[src/rtl/regfile_wb_arbiter.sv]
// Round-robin arbiter that shares the register file write port among NUM_REQ writeback sources.
// Optional per-requester grant/wait counters are enabled with `define WB_ARB_STATS_EN.
module regfile_wb_arbiter #(
  parameter int NUM_REQ = 3,
  parameter int XLEN    = 32,
  parameter int ADDR    = 5
) (
  input  logic                    clk,
  input  logic                    rst,
  input  logic                    wb_stall,
  input  logic [NUM_REQ-1:0]      req_valid,
  input  logic [NUM_REQ*ADDR-1:0] req_rd_addr,
  input  logic [NUM_REQ*XLEN-1:0] req_rd_data,
  output logic [NUM_REQ-1:0]      req_ready,
  output logic                    write_en,
  output logic [ADDR-1:0]         rd_addr,
  output logic [XLEN-1:0]         rd_data,
  output logic                    busy
`ifdef WB_ARB_STATS_EN
  ,
  output logic [NUM_REQ*32-1:0]   stat_grant_cnt,
  output logic [NUM_REQ*32-1:0]   stat_wait_cnt
`endif
);

  localparam int PW = (NUM_REQ > 1) ? $clog2(NUM_REQ) : 1;

  logic [PW-1:0]   rr_ptr;
  logic [PW-1:0]   gidx;
  logic [PW-1:0]   cand;
  logic            hs;
  logic [ADDR-1:0] g_addr;
  logic [XLEN-1:0] g_data;

  // Scan from rr_ptr upward with wrap; the first valid requester wins.
  always_comb begin
    req_ready = '0;
    gidx      = '0;
    cand      = '0;
    hs        = 1'b0;
    if (!rst && !wb_stall) begin
      for (int k = 0; k < NUM_REQ; k++) begin
        cand = PW'((int'(rr_ptr) + k) % NUM_REQ);
        if (!hs && req_valid[cand]) begin
          hs              = 1'b1;
          req_ready[cand] = 1'b1;
          gidx            = cand;
        end
      end
    end
  end

  assign g_addr = req_rd_addr[int'(gidx)*ADDR +: ADDR];
  assign g_data = req_rd_data[int'(gidx)*XLEN +: XLEN];
  assign busy   = (|req_valid) & ~(|(req_valid & req_ready));

  // Writes to x0 are still accepted so the requester retires, but never reach the port.
  always_ff @(posedge clk) begin
    if (rst) begin
      write_en <= 1'b0;
      rd_addr  <= '0;
      rd_data  <= '0;
      rr_ptr   <= '0;
    end else begin
      write_en <= hs && (g_addr != '0);
      if (hs && (g_addr != '0)) begin
        rd_addr <= g_addr;
        rd_data <= g_data;
      end
      if (hs) begin
        rr_ptr <= (gidx == PW'(NUM_REQ - 1)) ? '0 : gidx + 1'b1;
      end
    end
  end

`ifdef WB_ARB_STATS_EN
  logic [31:0] grant_q [NUM_REQ];
  logic [31:0] wait_q  [NUM_REQ];

  for (genvar i = 0; i < NUM_REQ; i++) begin : g_stats
    // Saturating counters so long runs never wrap back to small values.
    always_ff @(posedge clk) begin
      if (rst) begin
        grant_q[i] <= '0;
        wait_q[i]  <= '0;
      end else begin
        if (req_valid[i] && req_ready[i] && (grant_q[i] != 32'hFFFF_FFFF)) begin
          grant_q[i] <= grant_q[i] + 32'd1;
        end
        if (req_valid[i] && !req_ready[i] && (wait_q[i] != 32'hFFFF_FFFF)) begin
          wait_q[i] <= wait_q[i] + 32'd1;
        end
      end
    end
    assign stat_grant_cnt[i*32 +: 32] = grant_q[i];
    assign stat_wait_cnt[i*32 +: 32]  = wait_q[i];
  end
`endif

endmodule

[config.mk]
export PLATFORM = sky130hd
export DESIGN_NAME = regfile_wb_arbiter
export DESIGN_NICKNAME = d
export VERILOG_FILES = /design/src/rtl/regfile_wb_arbiter.sv
export SDC_FILE = /design/constraint.sdc
export NUM_CORES = 1
export LEC_CHECK = 0
export CAP_MARGIN = 20
export CELL_PAD_IN_SITES_DETAIL_PLACEMENT = 1
export CELL_PAD_IN_SITES_GLOBAL_PLACEMENT = 2
export CORE_MARGIN = 2
export CORE_UTILIZATION = 19
export DETAILED_ROUTE_END_ITERATION = 10
export PLACE_DENSITY_LB_ADDON = 0.1
export SYNTH_ARGS = -nofsm -noshare
export SYNTH_HDL_FRONTEND = slang
export SYNTH_SLANG_ARGS = --single-unit
[constraint.sdc]
create_clock -name clk -period 2.5 [get_ports clk]
set_input_delay 0.75 -clock clk [delete_from_list [all_inputs] [get_ports clk]]
set_output_delay 0.75 -clock clk [all_outputs]
set_load 0.02 [all_outputs]
# Yosys cells after proc, flatten, opt, wreduce, memory -nomap -nowiden
# Index checks and enable logic that the tools add are counted.
# Widths: inputs -> output; s select.
totals:
  regBits: 40
  latch_bits: 0
  ramBits: 0
  romBits: 0
  input_bits: 117
  memories: 0
op_classes:
  addsub: 3
  n_mul: 1
  div_mod_pow: 3
  n_lt_le_gt_ge: 6
  n_eq_ne: 1
  shift: 2
  muxes: 29
  n_bitwise: 5
  n_reduce_logical: 14
op_table:
  columns: ["op", "count"]
  rows:
  - ["$shiftx 96x8->32", 1]
  - ["$mod 32x3->32 const B", 2]
  - ["$mod 3x3->32 const B", 1]
  - ["$mux 3", 6]
  - ["$shiftx 15x6->5", 1]
  - ["$mux 1", 12]
  - ["$mux 2", 5]
  - ["$lt 2x3->1 const B", 3]
  - ["$logic_and 1x1->1", 7]
  - ["$bmux 1 s2", 3]
  - ["$demux 1 s2", 3]
  - ["$ge 2x1->1 const B", 3]
  - ["$or 3x3->3", 2]
  - ["$reduce_or 3->1", 2]
  - ["$mul 2x3->5 const B", 1]
  - ["$reduce_bool 5->1", 1]
  - ["$logic_not 1->1", 4]
  - ["$add 2x1->3 const B", 1]
  - ["$add 2x2->3 const B", 1]
  - ["$and 3x3->3", 1]
  - ["$add 2x1->2 const B", 1]
  - ["$eq 2x2->1 const B", 1]
  - ["$and 1x1->1", 1]
  - ["$not 1->1", 1]

# Depth between registers and ports, before layout
depth:
  depth_word: 17
  mapped_depth: 13
  depth_no_buf: 9

# Least setup slack after synthesis
# No wires, ideal clock.
synth_timing:
  kind: "register to output"
  startpoint: "register rr_ptr[0]"
  endpoint: "output busy"
  t_arrival_ps: 2350
  required_time_ps: 1750
  path_slack_ps: -600
  stages_incl_launch_ff: 9
  n_path_buf: 1
  path_cell_list: "dfxtp_1 > inv_1 > ha_1 > buf_2 > mux2i_1 > o21ai_0 > nand2_1 > a311oi_1 > a21oi_1"
synth_between:
  elab_chain_len: 17
  elab_cells_between_ends: 46
  cone_classes: "add/sub (2); div (3); order compare (6); mux (22); bitwise (5); reduce/logical (8)"
synth_lines:
  columns: ["element", "line", "source"]
  rows:
  - ["start, declared", "28", "logic [PW-1:0] rr_ptr;"]
  - ["start signal, assigned", "71", "rr_ptr <= (gidx == PW'(NUM_REQ - 1)) ? '0 : gidx + 1'b1;"]
  - ["branches (longest 11 deep; another with $mod 32x3->32)", null, null]
  - ["$mux 3 (*)", "44", "if (!hs && req_valid[cand]) begin"]
  - ["$mux 3 (*)", "41", "if (!rst && !wb_stall) begin"]
  - ["via req_ready[0]", "14", "output logic [NUM_REQ-1:0] req_ready,"]
  - ["$and 3x3->3 (*)", "55", "assign busy = (|req_valid) & ~(|(req_valid & req_ready));"]
  - ["$reduce_or 3->1 (*)", "55", null]
  - ["$not 1->1 (*)", "55", null]
  - ["$and 1x1->1 (*)", "55", null]
  - ["end, declared", "18", "output logic busy"]
# Mark *: on every way through the listed nets, which the timed path passes. The select of a mux whose other input is x is not followed.

# Worst setup path in the final report
layout_timing:
  startpoint: "register rr_ptr[0]"
  endpoint: "output busy"
layout_between:
  elab_chain_len: 17
  elab_cells_between_ends: 46
  cone_classes: "add/sub (2); div (3); order compare (6); mux (22); bitwise (5); reduce/logical (8)"
layout_lines:
  columns: ["element", "line"]
  rows:
  - ["branches (longest 11 deep; another with $mod 32x3->32)", null]
  - ["$mux 3 (*)", "44"]
  - ["$mux 3 (*)", "41"]
  - ["$and 3x3->3 (*)", "55"]
  - ["$reduce_or 3->1 (*)", "55"]
  - ["$not 1->1 (*)", "55"]
  - ["$and 1x1->1 (*)", "55"]
# Every way passes the cells marked *. The select of a mux whose other input is x is not followed.

==> results.ini <==
[status]
status = finished, violations left
violations = negative setup slack

[pwr]
clkPwrFrac = 0.238
p_seq_frac = 0.262
p_comb_frac = 0.500
p_leak_nw = 1.90
p_per_area_mw_per_mm2 = 527
switchingPower_mw = 1.01
vdd_ir_drop_max_mv = 0.207
finalPower_mw = 2.87
power.internal_mw = 1.86
swShare = 0.350

[synth]
synth.most_common_cell = inv_1
ys.flop_type = dfxtp_1
synth_top_area_cell = dfxtp_1
synth_fp_nets = 403
synth_warnings = 0
synth_area_leaders = dfxtp_1, a221oi_2, a32o_1, a211oi_1, inv_1
avgSynthCellArea_um2 = 9.45
async_reset_ff_frac = 0
synth_edf_count = 0
yosys.area.top_type_share = 0.301
synth_common_cells = inv_1, dfxtp_1, a32o_1
ys_ff_latch = 40
synth.distinct_cells = 38
synthesis.area_mm2 = 0.00266
syn_inst = 282
seq_area_frac_synth = 0.301

[timing]
max-slew-margin-rel = 0.530
skew_ns = 0.00803
drv_slew = 0
hold_viol = 0
max_freq_mhz = 340
rsz0062_at_grt = true
fin_crit_ns = 2.94
worst_pin_slew_ns = 0.705
layout_setup_ws_ns = -0.444
fin_crit_sh = 1.18
setup_violations = 41

[clock_network]
cts_inserted_buffers = 5
cts.reportedPaths.clkPinSlew_ns = 0.06
clockBufferDepth = 2
cts_tree = yes
clk_latency_ns = 0.30
root_buffer = clkbuf_16
cts.sinks = 40
cts_hold_buffers = 0
htreeDepth = 2

[critical_path]
cpLargestDelayFamily = compound AO/OA/AOI/OAI gates
crit_required_ns = 1.75
end_kind = output pin
worst_setup_path_start_kind = register
critPathMaxStageDelay_ns = 0.33
crit_path_max_fanout = 4
cp.arrival_ns = 2.19
worstPathCellList = inv_2 -> ha_4 -> mux2i_1 -> o21ai_2 -> and2_4 -> o22ai_4 -> a21oi_2 -> a221o_1 -> a21oi_4 -> buf_6
path_buf_inv = 2
cpMaxStageDelayCell = dfxtp_2
worstSetupPathType = reg -> out

[finish]
final_area_mm2 = 0.00544
syn2layout_area_growth_pct = 104
num_antenna_cells = 0
post-route-util = 0.395
drive_gt1_frac = 0.314
nets = 597
fillCellCount = 1600

[place]
numPortBuffers = 158
hpwl_um = 8220
globalplace.congestion = 0.807
pre_cts_slack_ns = -1.38
placed_area_mm2 = 0.00469

[route]
via_per_inst = 4.78
drt_iter0_drc = 116
firstDrtPassIters = 4
drt-total-wl_um = 11900
ant_nets = 0
drc = 0
num_vias = 3140
wl_per_cell_um = 18.2

[global_route]
grt_usage = 0.157
grt_pass1_wl_um = 18000
grt_antenna_before_repair = 1
grt-ovfl-total = 0
first_global_vias = 3281
grt_start_max_net_pins = 40

[floorplan]
die_y_um = 122
die-area_mm2 = 0.0150
die_w_um = 122
io_pins = 159
rows = 43
coreArea_mm2 = 0.0138
initial_core_util = 0.193

[run]
drv_cap = 0

[worst_hold_path]
hold_path.class = reg -> reg

-- stage by stage --
step | TNS (ns) | std cells | hold WS [ns]
floorplan | -5.12 | 282 | 0.508
global placement | -36.12 | 626 | 0.446
detailed placement | -39.87 | 626 | 0.451
CTS | -12.23 | 649 | 0.460
global route | -13.23 | 657 | 0.486
finish | -9.82 | 657 | 0.464
-- final timing paths --
path | start | to | slack [ns] | cells after the start
max | rr_ptr[0] | busy | -0.44 | 10
min | rd_data[8] | rd_data[8] | 0.46 | 2
max reg2reg | rr_ptr[0] | rd_data[17] | -0.28 | 12
min reg2reg | rd_data[8] | rd_data[8] | 0.46 | 2
-- final cells by class --
cell class	instances	area (µm²)	share of cell area
Clock buffer	6	139	0.0255
Multi-Input combinational cell	165	1820	0.335
Tap cell	180	225	0.0414
Clock inverter	2	13.8	0.00253
Inverter	43	164	0.0301
Timing Repair Buffer	221	2270	0.417
Sequential cell	40	806	0.148
-- placed cells by master (no fill, tap or decap), types with 3 or more instances in the layout --
cell type,n
buf_4,43
inv_1,41
buf_6,10
buf_16,4
o21ai_2,3
clkbuf_16,7
dfxtp_1,38
a21oi_2,3
a32o_1,37
buf_2,4
a21oi_4,3
nor2_1,3
a211oi_2,5
a221oi_2,33
a221oi_4,3
nand3b_1,4
nand2_1,3
ha_4,3
a211oi_1,31
buf_12,7
clkdlybuf4s50_1,149
-- what timing repair did --
action,in CTS,in global routing
setup buffers,11,5
endpoints found under the setup margin,43,43
cloned,4,3
gates resized for setup,76,20
pin swaps,36,23
-- state kept, by name, summed over array words and instances (netlist names) --
signal,flops
rr_ptr,2
rd_addr,5
rd_data,32
write_en,1
-- kinds of logic (layout without fill, tap and decap cells) --
| logic type | count (synthesis) | count (layout) | share of synthesized area |
|---|---|---|---|
| and+or+nand+nor | 23 | 23 | 0.0465 |
| AOI/OAI and AO/OA | 135 | 135 | 0.495 |
| adders and majority gates | 4 | 4 | 0.0188 |
| buffers and inverters | 77 | 272 | 0.128 |
| muxes | 3 | 3 | 0.0113 |
| DFF | 40 | 40 | 0.301 |
-- per-layer routing --
layer,vias up,global-route usage,routed length [µm]
li1,1523,-,-
met1,1498,0.183,4900
met2,113,0.264,5700
met3,6,0.0683,1230
met4,0,0.0388,102
met5,-,0,0
-- power by group through the flow --
stage | registers [mW] | logic [mW] | clock network [mW]
after floorplan | 0.849 | 0.507 | 0
after global placement | 0.761 | 1.18 | 0
after detailed placement | 0.764 | 1.19 | 0
after CTS | 0.754 | 1.37 | 0.716
after global routing | 0.763 | 1.54 | 0.738
final | 0.753 | 1.43 | 0.683
-- worst register-to-register path, delay by kind of cell, from the launching register on --
family	cells	cell delay, ns
compound gates	6	1.48
buf+inv	4	0.55
flops	1	0.32
mux	1	0.19
fa+ha+maj	1	0.17
(Power assumes the default switching activity.)
==> RTL edit (config.mk and constraints unchanged) <==
`NUM_REQ`: 3 -> 5.
--- a/src/rtl/regfile_wb_arbiter.sv
+++ b/src/rtl/regfile_wb_arbiter.sv
@@ -1,7 +1,7 @@
 // Round-robin arbiter that shares the register file write port among NUM_REQ writeback sources.
 // Optional per-requester grant/wait counters are enabled with `define WB_ARB_STATS_EN.
 module regfile_wb_arbiter #(
-  parameter int NUM_REQ = 3,
+  parameter int NUM_REQ = 5,
   parameter int XLEN    = 32,
   parameter int ADDR    = 5
 ) (
Ports: changed (resized req_rd_addr, req_rd_data, req_ready and req_valid); port bits go from 159 to 237. No check against the original RTL was run, so the function may have changed too.
==> RTL edit against the unedited design <==
The flow still finishes with violations (setup timing). Routed wire length rose by 150%. Cell area rose by 97%. Worst setup slack got worse by 2.4 ns. Total power rose to 5.1 times the old value. Clock skew rose by 0.012 ns. Sequential cell count rose by 1. Sequential share of layout area fell by 7.1 points. Combinational power rose to 8.9 times the old value. Area after synthesis rose by 99%. Critical endpoint is now rd_data[27].
==> RTL edit: results (changes against the unedited design) <==
run_status:
  status: "finished with violations"
  violations: "setup timing"
cells_and_area:
  fin_cells: 1496  # +130%
  diodes: 0  # unchanged
  drive_gt1_share_pct: 31.9  # +0.49 points
  biggestRegsByFlops: "rd_data x32, rd_addr x5, rr_ptr x3"
  layout.nets: 1331  # +120%
sta:
  tns_ns: -127.31  # -117.48 ns
  relSlewSlack_pct: 59.5  # +6.5 points
  fin_ws_ns: -2.84  # -2.39 ns
  clock_skew_ns: 0.0198  # +0.0117 ns
  setup_violations: 47  # +15%
critical_path:
  crit_arrival_ns: 5.52  # +3.33 ns
  worstRegToRegCells: 30  # +18
  cp_slowest_stage_delay_ns: 0.44  # +0.11 ns
  cpMaxStageDelayCell: "a2111oi_4"
  crit_end: "rd_data[27]"
  critPathMaxFanout: 6  # +2
  crit_path_end_kind: "flip-flop"
grt:
  antenna_found_initial: 0  # -1
  grt_max_degree: 51  # +28%
  track_usage_pct: 18.8  # +3.2 points
  grt_pass1_wl_mm: 42.4  # +140%
  grt_pass1_vias: 7212  # +120%
detailed_routing:
  drt_iter0_drc: 270  # +130%
  dr_total_vias: 7001  # +120%
  routed_wl_mm: 29.7  # +150%
  drtPass1Iterations: 4  # unchanged
power_and_ir_drop:
  powerClk_uw: 909  # +33%
  switching_power_mw: 6.60  # +560%
  p_comb_share_pct: 86.5  # +37 points
  clkPwrFrac_pct: 6.2  # -18 points
  vdd_ir_drop_max_v: 0.000576  # +180%
  leakage_nw: 4.43  # +130%
placed_design:
  pre_cts_slack_ns: -2.99  # -1.61 ns
  dp_hpwl_mm: 21.6  # +160%
  port_buffers: 236  # +49%
  dpl_cell_area_um2: 9290  # +98%
  place.gp.congestion: 0.819  # +1.4%
  post-place-cells: 1447  # +130%
yosys:
  synthDistinctLibCells: 77  # +100%
  syn_nets: 942  # +130%
  synth.area.top_cells: "dfxtp_1, nand2_1, mux2_1, a311o_1, a21oi_1"
  yosys-top-cells-count: "nand2_1, a21oi_1, dfxtp_1"
  synthCells: 728  # +160%
  yosysSeqAreaShare_pct: 15.5  # -15 points
  synthArstFlopShare_pct: 0  # unchanged
cts:
  cts-root-buf: "clkbuf_16"
  cts_buffers: 5  # unchanged
  clk_pin_slew_worst_paths_ns: 0.08  # +0.02 ns
-- RTL edit: cell count changes after synthesis, sizes merged, moves of 29 or more --
cell / delta
a221oi: -34
nor2: +29
nand2: +127
a21oi: +49
nor2b: +35
mux2: +42
a311o: +32
and3: +39
a32o: -38
-- RTL edit: cells by family after synthesis --
family / share of synthesized area (%)
simple gates: 28.7
compound gates: 29.4
buf+inv: 6.61
mux: 12.4
flops: 15.5
fa+ha+maj: 4.96
xor+xnor: 2.43
-- RTL edit: routing by layer --
metal / GRT usage (%) / vias up / wire [um]
li1: - / 3455 / -
met1: 24.1 / 3363 / 13000
met2: 32.3 / 167 / 14500
met3: 4.60 / 16 / 1820
met4: 3.50 / 0 / 367
met5: 0 / - / 0
-- RTL edit: tightest hold or removal path: cells and delay by family (launching register included) --
kind / cells / cell delay, ns
AOI/OAI and AO/OA: 1 / 0.05
DFF: 1 / 0.32
and+or+nand+nor: 1 / 0.08
-- RTL edit: how the worst min path moves through the flow --
stage,from,endpoint,slack [ns],cells after the start
floorplan,rd_addr[1],rd_addr[1],0.54,2
global placement,rd_addr[1],rd_addr[1],0.46,2
detailed placement,rd_addr[1],rd_addr[1],0.46,2
CTS,rd_addr[1],rd_addr[1],0.49,2
global route,rd_addr[1],rd_addr[1],0.52,2
finish,rd_addr[1],rd_addr[1],0.49,2
-- RTL edit: cell type report --
type,instances,area (um^2)
inverters,19,101
repair buffers,444,4340
flip-flops and latches,41,830
multi-input cells,606,4760
well taps,378,473
clock buffers,5,125
fillers,3285,16900
clock inverters,3,68.8
-- RTL edit: what timing repair did --
action                     4_1_cts  5_1_grt
pin swaps                       27       25
buffers inserted                27       13
setup endpoints to repair       47       47
gates resized for setup        132       65
cloned                           5        4
